File: config.mk
export PLATFORM = sky130hd
export DESIGN_NAME = positadd_es2_arbiter
export DESIGN_NICKNAME = d
export VERILOG_FILES = /design/src/rtl/positadd_es2_arbiter.sv
export SDC_FILE = /design/constraint.sdc
export NUM_CORES = 1
export LEC_CHECK = 0
export ABC_AREA = 0
export CAP_MARGIN = 30
export CELL_PAD_IN_SITES_DETAIL_PLACEMENT = 1
export CELL_PAD_IN_SITES_GLOBAL_PLACEMENT = 1
export CORE_AREA = 2 2 187 189
export CTS_BUF_LIST = sky130_fd_sc_hd__clkbuf_8
export DETAILED_ROUTE_END_ITERATION = 10
export DIE_AREA = 0 0 189 191
export HOLD_SLACK_MARGIN = 0.08
export PLACE_DENSITY = 0.76
export SKIP_CTS_REPAIR_TIMING = 1
export SYNTH_ARGS = -nofsm -noshare
export SYNTH_HDL_FRONTEND = slang
export SYNTH_SLANG_ARGS = --single-unit
File: constraint.sdc
create_clock -name clk -period 2.38 [get_ports clk]
set_clock_uncertainty 0.05 [all_clocks]
set_input_delay 0.714 -clock clk [delete_from_list [all_inputs] [get_ports clk]]
set_output_delay 0.714 -clock clk [all_outputs]
set_load 0.005 [all_outputs]
File: src/rtl/positadd_es2_arbiter.sv
// -----------------------------------------------------------------------------
// positadd_es2_arbiter
//
// Round-robin arbiter that lets NREQ requesters share one pipelined ES2 posit
// adder core. The core has a fixed start-to-done latency, never stalls and has
// no reset. At most one add is issued per cycle. A tag shift register that
// runs in step with the core records which requester owns each in-flight op,
// and each result is steered back to that requester.
//
// Parameters
//   NREQ                           number of requesters (2..16)
//   LATENCY                        adder core start-to-done latency, cycles
//   POSIT_SERIALIZED_WIDTH_ES2     width of one serialized ES2 operand
//   POSIT_SERIALIZED_WIDTH_SUM_ES2 width of the serialized ES2 sum
//
// Ports
//   clk, reset       clock; synchronous active-high reset
//   req_valid        per-requester operand valid
//   req_ready        per-requester accept, one-hot or zero
//   req_in1/req_in2  packed operands, requester i in slice i
//   rsp_valid        one-hot result strobe to the owning requester
//   rsp_result       shared result bus, qualified by rsp_valid
//   rsp_truncated    truncation flag, qualified by rsp_valid
//   pause            blocks new grants; in-flight ops still complete
//   add_in1/add_in2  operands to the adder core
//   add_start        issue strobe to the adder core
//   add_result       adder core result
//   add_done         adder core done strobe
//   add_truncated    adder core truncation flag
//   busy             drain active, op in flight or response pending
//   err_seq          sticky: add_done disagreed with the expected tag
// -----------------------------------------------------------------------------
module positadd_es2_arbiter #(
  parameter int NREQ                           = 4,
  parameter int LATENCY                        = 8,
  parameter int POSIT_SERIALIZED_WIDTH_ES2     = 38,
  parameter int POSIT_SERIALIZED_WIDTH_SUM_ES2 = 39
) (
  input  logic                                       clk,
  input  logic                                       reset,
  input  logic [NREQ-1:0]                            req_valid,
  output logic [NREQ-1:0]                            req_ready,
  input  logic [NREQ*POSIT_SERIALIZED_WIDTH_ES2-1:0] req_in1,
  input  logic [NREQ*POSIT_SERIALIZED_WIDTH_ES2-1:0] req_in2,
  output logic [NREQ-1:0]                            rsp_valid,
  output logic [POSIT_SERIALIZED_WIDTH_SUM_ES2-1:0]  rsp_result,
  output logic                                       rsp_truncated,
  input  logic                                       pause,
  output logic [POSIT_SERIALIZED_WIDTH_ES2-1:0]      add_in1,
  output logic [POSIT_SERIALIZED_WIDTH_ES2-1:0]      add_in2,
  output logic                                       add_start,
  input  logic [POSIT_SERIALIZED_WIDTH_SUM_ES2-1:0]  add_result,
  input  logic                                       add_done,
  input  logic                                       add_truncated,
  output logic                                       busy,
  output logic                                       err_seq
);

  // Requester-ID width is derived from NREQ and is not meant to be overridden.
  localparam int IDW = (NREQ > 1) ? $clog2(NREQ) : 1;
  localparam int PW  = POSIT_SERIALIZED_WIDTH_ES2;
  localparam int DW  = $clog2(LATENCY + 1);

  // ---------------------------------------------------------------------------
  // State
  // ---------------------------------------------------------------------------
  logic [IDW-1:0]  rr_ptr;      // last granted requester
  logic [DW-1:0]   drain_cnt;   // cycles left to absorb pre-reset core traffic
  logic [IDW-1:0]  issue_id;    // owner of the op currently on add_start

  // Tag pipeline: stage s holds the owner of the op started s+1 cycles ago,
  // so the last stage lines up with add_done of the same op.
  logic [LATENCY-1:0] tag_valid;
  logic [IDW-1:0]     tag_id [LATENCY];

  logic               tag_out_valid;
  logic [IDW-1:0]     tag_out_id;
  logic               drain_active;

  assign tag_out_valid = tag_valid[LATENCY-1];
  assign tag_out_id    = tag_id[LATENCY-1];
  assign drain_active  = (drain_cnt != '0);

  // ---------------------------------------------------------------------------
  // Round-robin grant search, starting just after the last granted requester.
  // ---------------------------------------------------------------------------
  logic           grant_found;
  logic [IDW-1:0] grant_id;
  logic [IDW-1:0] cand;
  logic           grant_ok;
  logic           accept;

  // NOTE: every variable assigned in always_comb gets a default at the top of
  // the block; a path that skips an assignment would otherwise infer a latch.
  always_comb begin
    grant_found = 1'b0;
    grant_id    = '0;
    cand        = '0;
    for (int k = 1; k <= NREQ; k++) begin
      cand = IDW'((int'(rr_ptr) + k) % NREQ);
      if (!grant_found && req_valid[cand]) begin
        grant_found = 1'b1;
        grant_id    = cand;
      end
    end
  end

  // Reset is folded in so req_ready is low while reset is asserted, not just
  // from the edge that loads the drain counter.
  assign grant_ok = grant_found && !pause && !drain_active && !reset;

  always_comb begin
    req_ready = '0;
    if (grant_ok) begin
      req_ready[grant_id] = 1'b1;
    end
  end

  // The grant only ever points at a valid requester, so a non-zero ready is
  // always an accept.
  assign accept = |(req_valid & req_ready);

  // ---------------------------------------------------------------------------
  // Control state: pointer, drain counter, issue strobe, operands, tag valids,
  // response strobe and the sequence error flag.
  // ---------------------------------------------------------------------------
  // NOTE: sequential state is written with non-blocking assignments so every
  // register samples the pre-edge value of its neighbours, which is what makes
  // the tag shift register shift by exactly one stage per clock.
  always_ff @(posedge clk) begin
    if (reset) begin
      rr_ptr        <= IDW'(NREQ - 1);
      drain_cnt     <= DW'(LATENCY);
      add_start     <= 1'b0;
      add_in1       <= '0;
      add_in2       <= '0;
      issue_id      <= '0;
      tag_valid     <= '0;
      rsp_valid     <= '0;
      rsp_result    <= '0;
      rsp_truncated <= 1'b0;
      err_seq       <= 1'b0;
    end else begin
      if (drain_active) begin
        drain_cnt <= drain_cnt - 1'b1;
      end

      // Issue stage: operands hold their last values when nothing is accepted.
      add_start <= accept;
      if (accept) begin
        rr_ptr   <= grant_id;
        issue_id <= grant_id;
        add_in1  <= req_in1[int'(grant_id)*PW +: PW];
        add_in2  <= req_in2[int'(grant_id)*PW +: PW];
      end

      tag_valid[0] <= add_start;
      for (int s = 1; s < LATENCY; s++) begin
        tag_valid[s] <= tag_valid[s-1];
      end

      // Results are qualified by our own tag, never by add_done alone, so a
      // spurious done pulse cannot reach a requester.
      if (tag_out_valid) begin
        rsp_valid     <= '0;
        rsp_valid[tag_out_id] <= 1'b1;
        rsp_result    <= add_result;
        rsp_truncated <= add_truncated;
      end else begin
        rsp_valid <= '0;
      end

      // While draining, done pulses from ops started before reset are expected
      // and carry no tag, so the comparison is masked.
      if (!drain_active && (add_done != tag_out_valid)) begin
        err_seq <= 1'b1;
      end
    end
  end

  // ---------------------------------------------------------------------------
  // Tag IDs. Only meaningful where the matching tag_valid bit is set.
  // ---------------------------------------------------------------------------
  // NOTE: the ID array is deliberately left without reset; the valid bits are
  // reset and gate every use, so clearing the IDs would only add reset fan-out.
  always_ff @(posedge clk) begin
    tag_id[0] <= issue_id;
    for (int s = 1; s < LATENCY; s++) begin
      tag_id[s] <= tag_id[s-1];
    end
  end

  assign busy = drain_active | add_start | (|tag_valid) | (|rsp_valid);

endmodule

======== After elaboration in Yosys (flattened, before gate mapping) ========
Memories as Yosys holds them, arrays and structs flattened.
Cells that the tools add are included.
storage, ports and cells
  bits in registers ....................... 138
  bits in latches ......................... 0
  bits in writable memories ............... 16
  memory bits (read-only) ................. 0
  bits of input ports ..................... 352
  output and inout bits ................... 127
  word-level logic and storage cells ...... 75
  memories kept ........................... 1
cells by class
  add/sub/neg operators ................... 5
  multiply operators ...................... 1
  div/mod/pow operators ................... 0
  $lt $le $gt $ge ......................... 8
  equality and inequality tests ........... 1
  shifts and indexed selects .............. 2
  muxes and demuxes ....................... 21
  bitwise operators ....................... 5
  reductions and logical operators ........ 20
memories
  memory  depth  bits a word  rd ports  clocked after Yosys merged registers in  wr ports  RTL line  source
  tag_id  8      2            8         0                                        8         74        logic [IDW-1:0] tag_id [LATENCY];
operator list
  cell                   number
  $shiftx A152 B32 Y38   1
  $shiftx A152 B9 Y38    1
  $lt A2 B3 Y1 const B   6
  $mux W1                10
  $logic_and A1 B1 Y1    9
  $bmux W1 S2            4
  $mux W2                4
  $reduce_or A4 Y1       2
  $reduce_or A8 Y1       1
  $mul A2 B5 Y7 const B  1
  $logic_not A1 Y1       6
  $add A2 B1 Y2 const B  2
  $add A2 B2 Y2 const B  2
  $and A4 B4 Y4          1
  $demux W1 S2           2
  $ge A2 B1 Y1 const B   2
  $mux W4                1
  $reduce_bool A4 Y1     1
  $sub A4 B1 Y4 const B  1
  $or A1 B1 Y1           3
  $reduce_or A2 Y1       1
  $ne A1 B1 Y1           1
  $not A1 Y1             1

======== Depth between registers and ports, before layout ========
  depth after elaboration ................. 20
  depth in mapped cells ................... 8
  depth with buffers taken out ............ 7

======== Worst setup path after synthesis ========
No wires, ideal clock.
  kind .................................... input-to-output
  from .................................... input port req_valid[1]
  to ...................................... output port req_ready[3]
  arrival ................................. 1689 ps
  required time ........................... 1616 ps
  slack ................................... -73 ps
  stages on the path ...................... 7
  path buffers ............................ 3
  cells stage by stage .................... nor2b_1 nor3_1 o31a_1 buf_2 buf_6 buf_6 and2_1
between the ends
  longest elaborated chain between the ends .. 17
  elaborated cells between the ends (all ways) .. 31
  those cells by class .................... 2 x order compare; 19 x mux; 10 x reduce/logical
RTL lines
  what                                                                       RTL line  source
  start, declared                                                            41        input logic [NREQ-1:0] req_valid,
  $bmux W1 S2                                                                101       if (!grant_found && req_valid[cand]) begin
  $mux W1 (not written as such)                                              101
  $mux W1                                                                    101
  $logic_not A1 Y1                                                           101
  $logic_and A1 B1 Y1                                                        101
  $mux W1                                                                    101
  $logic_not A1 Y1                                                           101
  $logic_and A1 B1 Y1                                                        101
  $mux W1                                                                    101
  $logic_not A1 Y1                                                           101
  $logic_and A1 B1 Y1                                                        101
  $mux W2                                                                    101
  $lt A2 B3 Y1 (not written as such) / $ge A2 B1 Y1 (equally long branches)  115       req_ready[grant_id] = 1'b1;
  $logic_and A1 B1 Y1 (not written as such)                                  115
  $mux W1 (not written as such)                                              115
  $demux W1 S2                                                               115
  $mux W4 *                                                                  114       if (grant_ok) begin
  end, declared                                                              42        output logic [NREQ-1:0] req_ready,
Mark *: on every way between the ends. The rest lies on a longest branch, timed or not. The select of a mux whose other input is x is not followed.

======== Worst setup path after layout ========
  from .................................... register tag_valid[0]
  to ...................................... output port busy
between the ends
  longest elaborated chain between the ends .. 3
RTL lines
  what                             RTL line  source
  start, declared                  73        logic [LATENCY-1:0] tag_valid;
  start signal, assigned           157       tag_valid[0] <= add_start;
  start signal, assigned by index  159       tag_valid[s] <= tag_valid[s-1];
  $reduce_or A8 Y1                 193       assign busy = drain_active | add_start | (|tag_valid) | (|rsp_valid);
  $or A1 B1 Y1 (2 in series)       193
  end, declared                    55        output logic busy,
Every way passes these cells.

==> summary.md <==
| Metric | Value |
|---|---|
| Critical path fanouts, max | 2 |
| Fillcell total | 3875 |
| Synth cell types | 43 |
| Pre-CTS worst setup slack | -0.955 ns |
| Fin. max-slew vios | 0 |
| P per Cell Area | 567 nW/µm² |
| Via/cell ratio | 4.76 |
| Mux share of post-synthesis cell area | 0.0610 |
| Syn avg cell area | 9.66 µm² |
| ANT nets after route | 0 |
| Final hold violations | 0 |
| Final Setup Violations | 5 |
| Ordered list of cells on the worst path | or4_4 -> nor3_4 -> nand4_1 -> buf_2 |
| Post-layout util | 0.365 |
| Bufs on Longest Clock Path | 2 |
| Routed wire length | 33300 µm |
| Layout cells sized above 1 | 0.102 |
| Finished Cell Area | 12500 µm² |
| Sequential share of the synthesized area | 0.470 |
| Ys async rst share | 0 |
| Worst EP arrival | 1.83 ns |
| Fmax | 386 MHz |
| Max_cap viols | 0 |
| First-pass GRT wire length | 47500 µm |
| Overall routing resource usage | 0.175 |
| Largest net degree at the start of global routing | 77 |
| # DRC | 0 |
| DR WL/cell | 20.6 µm |
| Slew HR | 0.403 |
| EDFF count, synth | 0 |
| Share of the synthesized area in the top cell type | 0.470 |
| Initial Util | 0.192 |
| Dominant synthesized flop cell | dfxtp_1 |
| Vias in the first global route | 8082 |
| Data required time of the critical path | 1.62 ns |
| Leak pwr | 0.00429 µW |
| Root Buffer | clkbuf_8 |
| Most frequent cells in the layout | clkdlybuf4s50_1 (467), dfxtp_1 (148), nor2_1 (124), a222oi_1 (76), a21oi_1 (73) |
| Die width | 189 µm |
| Simple logic cell fraction of the synthesized area | 0.114 |
| Cell Area, Placed | 11900 µm² |
| Largest family of logic cells by synthesized area | compound AO/OA/AOI/OAI gates |
| Post-Synthesis Net Count | 1034 |
| Fin Setup TNS | -0.822 ns |
| Post-synthesis compound-gate area fraction | 0.285 |
| Failing checks | setup timing |
| DPL Wire Length | 24900 µm |
| CTS Sinks | 154 |
| Post-synthesis adder-cell area fraction | 0.00381 |
| PortBufs | 478 |
| Syn Inst Count | 680 |
| XOR/XNOR Fraction of Synth Area | 0.00400 |
| #FFs+latches synth | 154 |
| Period minus WS final | 2.59 ns |
| # IOs | 479 |
| CP max-delay cell | or4_4 |
| 1st-iter DRT viols | 481 |
| CTS tree | done |
| Max incr delay on CP | 0.54 ns |
| Initial antenna violation count | 5 |
| Clk_lat worst skew | 0.50 ns |
| VDD IR-drop max | 0.331 mV |
| Worst-margin pin slew | 0.896 ns |
| Period utilization | 1.09 |
| Largest area contributor in the netlist | dfxtp_1 |
| Via count | 7694 |
| Worst path setup slack after routing | -0.213 ns |
| Hold crit path type | reg2reg |
| Die Span Y | 191 µm |
| Die area | 36100 µm² |
| Commonest non-fill, non-tap cell in the layout | clkdlybuf4s50_1 |
| Clock transition at the registers of the reported paths | 0.11 ns |
| Fin Hold WS | 0.265 ns |
| DRT Pass-1 Iters | 9 |
| Fin nets | 1499 |
| Status | finished, violations left |
| Synth-to-Final Area Change | 89.8% |
| Crit path kind | reg2out |
| Netlist Area Pre-Place | 6570 µm² |
| RSZ-0062 raised after global routing | yes |
| Final RePlAce weighted congestion | 0.836 |
| H-Tree Depth | 4 |
| CTS buffer count | 17 |
| Startpoint Class | flip-flop |
| Rows | 68 |
| Core area | 34100 µm² |
| Worst setup EP type | primary output |
| Total number of yosys warnings | 0 |
| Overflow after GRT | 0 |
| Top cells by area, synth | dfxtp_1 (47%), a222oi_1 (12%), a211oi_1 (7.9%) |
metal layers:
metal / GRT usage / up-vias / wire, µm
li1: - / 3551 / -
met1: 0.193 / 3707 / 12800
met2: 0.305 / 389 / 16800
met3: 0.0595 / 45 / 2870
met4: 0.0739 / 2 / 884
met5: 0 / - / 16
final timing paths:
path / from / endpoint / slack [ns] / cells after the start
setup / recovery: tag_valid[0] / busy / -0.21 / 4
hold / removal: tag_id[0][5] / tag_id[0][7] / 0.26 / 0
setup reg to reg: rr_ptr[0] / add_in2[11] / 0.18 / 7
hold reg to reg: tag_id[0][5] / tag_id[0][7] / 0.26 / 0
cell type report:
class                      count  area [µm²]  area share
antenna                        4        10.0    0.000803
clock inverter                15         206      0.0166
clock buffer                  17         234      0.0188
inverter                       3        13.8     0.00110
tap                          455         569      0.0457
sequential                   154        3090       0.248
timing repair buffer         517        5180       0.415
multi-input combinational    452        3160       0.254
sequential cells by signal, indices dropped and copies added, names as in the netlist:
| signal | cells |
|---|---|
| add_in1 | 38 |
| tag_valid | 8 |
| rsp_result | 39 |
| add_in2 | 38 |
| drain_cnt | 4 |
| issue_id | 2 |
| rr_ptr | 2 |
| tag_id | 16 |
| add_start | 1 |
| rsp_truncated | 1 |
| rsp_valid | 4 |
| err_seq | 1 |
per-stage QoR:
step	cells	total power, µW
final	1617	7070
after global routing	1617	7470
after CTS	1607	7110
after detailed placement	1575	4860
after global placement	1575	4810
after floorplan	680	3670
kinds of logic after synthesis:
family	after synthesis
muxes	40
and+or+nand+nor	165
buffers and inverters	74
adders and majority gates	2
AOI/OAI and AO/OA	242
xor gates and xnor gates	3
DFF	154
Yosys cell counts, types with 2 or more instances:
master      n
nand2_1     2
nor3_2      3
mux2i_1    40
nor2b_1    10
o21ai_0     2
a222oi_1   76
nor4bb_1    2
nor2_1    124
clkbuf_1   20
a211oi_1   69
nor4_1      2
buf_2      34
xnor2_1     2
a21oi_1    73
nor3_1      9
o21bai_1    2
inv_1       2
dfxtp_1   154
a211oi_2    7
ha_1        2
a211o_1     2
buf_1       4
buf_6      12
a21oi_2     8
power by group:
group          total [µW]  internal [µW]  switching, µW  leakage (µW)
combinational        2000           1170            833       0.00283
clock                2180            841           1340      0.000217
sequential           2880           2760            117       0.00124
critical path, delay by kind of cell, from the launching register on:
family                 cells  cell delay (ns)
DFF                        1             0.34
and+or+nand+nor            3             0.83
buffers and inverters      1             0.15
(Power assumes the default switching activity.)
